**src/rtl/modexp_ctrl.sv**
```systemverilog
// modexp_ctrl: left-to-right square-and-multiply sequencer driving one shared Montgomery multiplier
module modexp_ctrl #(
    parameter int W  = 192,
    parameter int EW = 192,
    parameter int CW = 8
) (
    input  logic          clk,
    input  logic          reset,
    input  logic          start,
    input  logic [W-1:0]  base,
    input  logic [EW-1:0] exponent,
    input  logic [W-1:0]  one_m,
    output logic [W-1:0]  result,
    output logic          done,
    output logic          busy,
    output logic [W-1:0]  mm_x,
    output logic [W-1:0]  mm_y,
    output logic          mm_start,
    input  logic [W-1:0]  mm_z,
    input  logic          mm_done
);
    typedef enum logic [2:0] {IDLE, SCAN, SQR, MUL, GAP, DONE} state_t;
    state_t        state;
    logic [W-1:0]  acc;
    logic [W-1:0]  base_r;
    logic [EW-1:0] e_sh;
    logic [CW-1:0] cnt;
    logic          pend_mul;
    logic          start_q;
    logic          mm_done_q;
    // schedule: skip leading zeros, then square (and multiply on a 1 bit) with a one-cycle gap per multiply
    always_ff @(posedge clk) begin
        if (!reset) begin
            state     <= IDLE;
            acc       <= '0;
            base_r    <= '0;
            e_sh      <= '0;
            cnt       <= '0;
            pend_mul  <= 1'b0;
            start_q   <= 1'b0;
            mm_done_q <= 1'b0;
            result    <= '0;
            done      <= 1'b0;
            busy      <= 1'b0;
            mm_start  <= 1'b0;
        end else begin
            start_q   <= start;
            mm_done_q <= mm_done;
            done      <= 1'b0;
            case (state)
                IDLE: if (start && !start_q) begin
                    base_r <= base;
                    e_sh   <= exponent;
                    acc    <= one_m;
                    cnt    <= CW'(EW);
                    busy   <= 1'b1;
                    state  <= (exponent == '0) ? DONE : SCAN;
                end
                SCAN: begin
                    e_sh <= e_sh << 1;
                    cnt  <= cnt - CW'(1);
                    if (e_sh[EW-1]) begin
                        acc      <= base_r;
                        state    <= (cnt == CW'(1)) ? DONE : SQR;
                        mm_start <= cnt != CW'(1);
                    end
                end
                SQR, MUL: if (mm_done && !mm_done_q) begin
                    acc      <= mm_z;
                    pend_mul <= (state == SQR) && e_sh[EW-1];
                    mm_start <= 1'b0;
                    state    <= GAP;
                end
                GAP: begin
                    if (pend_mul) begin
                        mm_start <= 1'b1;
                        state    <= MUL;
                    end else begin
                        e_sh     <= e_sh << 1;
                        cnt      <= cnt - CW'(1);
                        mm_start <= cnt != CW'(1);
                        state    <= (cnt == CW'(1)) ? DONE : SQR;
                    end
                end
                DONE: begin
                    result <= acc;
                    done   <= 1'b1;
                    busy   <= 1'b0;
                    state  <= IDLE;
                end
                default: state <= IDLE;
            endcase
        end
    end
    // operands are a pure decode of state and registers, so they stay put while a multiply runs
    always_comb begin
        mm_x = (state == SQR || state == MUL) ? acc : '0;
        mm_y = (state == SQR) ? acc : (state == MUL) ? base_r : '0;
    end
endmodule

```
**config.mk**
```make
export PLATFORM = sky130hd
export DESIGN_NAME = modexp_ctrl
export DESIGN_NICKNAME = d
export VERILOG_FILES = /design/src/rtl/modexp_ctrl.sv
export SDC_FILE = /design/constraint.sdc
export NUM_CORES = 2
export LEC_CHECK = 0
export BUFFER_PORTS_ARGS = -buffer_cell sky130_fd_sc_hd__buf_4
export CORE_AREA = 2 2 519 521
export CTS_CLUSTER_DIAMETER = 60
export DETAILED_ROUTE_END_ITERATION = 10
export DIE_AREA = 0 0 521 523
export HOLD_SLACK_MARGIN = 0.08
export SYNTH_ARGS = -nofsm -noshare
export SYNTH_HDL_FRONTEND = slang
export SYNTH_SLANG_ARGS = --single-unit
```
**constraint.sdc**
```tcl
create_clock -name clk -period 1.75 [get_ports clk]
set_clock_uncertainty 0.15 [all_clocks]
set_input_delay 0.2625 -clock clk [delete_from_list [all_inputs] [get_ports clk]]
set_output_delay 0.2625 -clock clk [all_outputs]
set_load 0.05 [all_outputs]
```
==> summary.md <==
| Metric | Value |
|---|---|
| WP data arrival | `2340 ps` |
| Hold path cells | `4` |
| Async SR Flop Fraction | `0` |
| Yosys top cell area share | `0.4192` |
| LEAKAGE | `just over 30 nW` |
| Fin crit period | `2756 ps` |
| CP endpoint kind | `output port` |
| Endpoint, Worst Hold | `base_r[123]` |
| Worst setup SP type | `flip-flop` |
| Crit-path most repeated cell | `buf_12` |
| GP Congestion | `1.003` |
| FF+latch count, synth | `around 790` |
| Drt pass-1 iters | `6` |
| Antenna violations before repair | `147` |
| Standard-cell row count | `190` |
| Synth Cell Area | `0.03749 mm^2` |
| Placed Area | `0.05726 mm^2` |
| Clk Latency, worst-skew pair | `760 ps` |
| Period Utilization, post-route | `1.575` |
| Pwr dens | `1316 mW/mm^2` |
| Critical-path cell list | `buf_12 > nor2b_4 > buf_4 > buf_12 > buf_8 > buf_12 > buf_16 > and2_4 > buf_12` |
| Total core area | `approximately 0.27 mm^2` |
| Final nets | `about 7.6k` |
| Finish-stage setup viols | `about 1.2k` |
| R2R Setup Slk | `-690 ps` |
| Setup WS post-layout | `-1006 ps` |
| DR vias | `between 40k and 50k` |
| Total power | `97.85 mW` |
| GRT Total Usage | `0.1851` |
| Die width | `about 520 um` |
| Worst Min Path Start | `base[123]` |
| DRT antenna net count | `0` |
| Chip height | `523 um` |
| Fin area | `0.07435 mm^2` |
| Fraction of final layout cells sized beyond drive strength 1 | `0.3807` |
| Most common cell in the netlist | `nand2_1` |
| H-tree lvl count | `3` |
| Yosys Warn Count | `0` |
| Cells on worst reg2reg path | `12` |
| Fmax | `between 0.3 and 0.4 GHz` |
| Critical Path RT | `approximately 1300 ps` |
| Num CTS Buffers | `112` |
| Vias per cell | `4.356` |
| Synth area leaders | `dfxtp_1 42%, nand2_1 12%, mux2i_1 10%, o211a_1 5.1%, a22o_1 4.5%` |
| Status | `finished, violations left` |
| Min-Delay Path Class | `input port to flip-flop` |
| Mean Syn Cell Area | `8.480 um^2` |
| WS Path Type | `flip-flop to output port` |
| Worst VDD drop | `0.0008334 V` |
| Sequential area share after synthesis | `0.4192` |
| Bufs and invs on worst path | `7` |
| Slew Limit Headroom | `0.1378` |
| DP HPWL | `about 210000 um` |
| Count of flip-flops with a built-in enable after synthesis | `0` |
| Synth unique cells | `44` |
| Worst-case clock buffer depth | `3` |
| Largest net degree at the start of global routing | `107` |
| I/O pin cnt | `1351` |
| Total clock sinks | `between 700 and 800` |
| Final Max Slew Viols | `0` |
| Highest cell delay on the worst timing path | `roughly 380 ps` |
| Max_cap viols | `0` |
| Synth area leader | `dfxtp_1` |
| Area growth syn-to-layout | `98.33%` |
| Worst path slowest cell | `dfxtp_4` |
| Most frequent cells after synthesis | `1160 x nand2_1, 785 x dfxtp_1, 383 x mux2i_1` |
| Post-Syn Nets | `5195` |
| Clock-pin slew on the worst setup and hold paths | `70 ps` |
| Vias in the first global route | `43.41k` |
| First-pass GRT wire length | `about 360000 um` |
| Final wirelength | `278800 um` |
| CTS Root Cell | `clkbuf_16` |
| Final hold vios | `0` |
| Worst path top cell family by delay | `buffers and inverters` |
| I/O Buffers | `1350` |
| Worst reg2reg endpoint | `acc[189]` |
| Total global routing overflow | `0` |
| CTS tree | `built` |
| RSZ-0062 raised after global routing | `yes` |
| Main synth FF type | `dfxtp_1` |
| Failing checks | `setup timing` |
| WL/cell | `26.35 um` |
| Drt initial violations | `around 3.9k` |
| Die footprint | `0.2725 mm^2` |
| Worst path depth | `9` |
| Syn Inst Count | `around 4.4k` |
| Initial Util | `0.1404` |
| Worst r2r src | `state[0]` |
| DRC viols | `0` |
| Critical path peak fanout | `5` |
| Worst-Margin Slew | `1281 ps` |
==> cell families after synthesis <==
logic type / Yosys count / synth area share
compound gates: 1179 / 0.2423
xor+xnor: 6 / 0.001402
fa+ha+maj: 2 / 0.0006674
buf+inv: 414 / 0.04916
flops: 785 / 0.4192
mux: 383 / 0.1023
simple gates: 1652 / 0.1850
==> cells in the final DEF (no fill, tap or decap), drive strengths merged, types with 4 or more instances in the layout <==
cell,count
dlygate4sd3,783
bufinv,6
clkinvlp,12
mux2i,383
and2,195
nand4b,4
nor4,52
nor2,202
nor2b,6
nand4,11
buf,1918
nand2,1160
a21oi,4
nand2b,6
clkbuf,167
clkinv,18
o21ai,198
o211a,191
inv,28
a21boi,390
xor2,5
dfxtp,785
a22oi,193
diode,89
a22o,192
nand3,6
nor3,4
==> worst max path at each step <==
stage | from | to | slack, ps
floorplan | state[2] | mm_y[11] | -290
global placement | exponent[159] | state[2] | -910
detailed placement | exponent[159] | state[2] | -820
CTS | state[2] | mm_x[131] | -1100
global route | state[2] | mm_x[162] | -1110
finish | state[2] | mm_x[39] | -1010
==> stage by stage <==
step	utilization	setup TNS, ps	hold WS [ps]	std cells	setup WS (ps)
final	0.2785	-671800	176.7	10580	-1006
after CTS	0.2637	-697900	80.60	10440	-1104
after detailed placement	0.2145	-282120	308.7	9423	-824.3
after global routing	0.2781	-813000	122.6	10540	-1112
after floorplan	-	-23080	234.2	4421	-288.2
after global placement	0.2145	-262950	303.2	9423	-905.5
==> tightest hold or removal path, delay by kind of cell <==
family	cells	cell delay (ps)
AND/OR/NAND/NOR	1	40
buffers and inverters	2	650
AO/OA/AOI/OAI	1	100
==> registers in the layout, summed over array words and instances (netlist names), 3 cells and up <==
register and count:
acc 192, base_r 192, cnt 8, e_sh 192, result 192, state 3
==> timing repair <==
action | CTS | global route
hold endpoints to repair | 593 | 0
hold buffers | 783 | 0
cloned | 7 | 21
setup buffers | 21 | 41
gates resized for setup | 265 | 693
setup endpoints to repair | 1350 | 1361
pin swaps | 10 | 65
==> routing by layer <==
layer  routed length, um  global-route usage  vias to the layer above
li1                    -                   -                    20410
met1              111600              0.2277                    22300
met2              123100              0.2902                     2610
met3               26070             0.05742                      694
met4               17590             0.09428                       76
met5                 519                   0                        -
==> power breakdown <==
group          internal (mW)  switching (mW)  total [mW]
Sequential              21.8            5.24        27.0
Combinational           21.3            25.9        47.2
Clock                   13.5            10.1        23.6
Total                   56.7            41.2        97.8
==> final cells by class <==
cell class / count / area, um^2
fillers: 27550 / 192600
repair buffers: 2721 / 27200
multi-input cells: 3222 / 22960
flip-flops and latches: 785 / 15730
well taps: 3552 / 4444
clock buffers: 148 / 3088
clock inverters: 62 / 704.4
diodes: 89 / 222.7
inverters: 2 / 7.507
(Power assumes the default switching activity.)
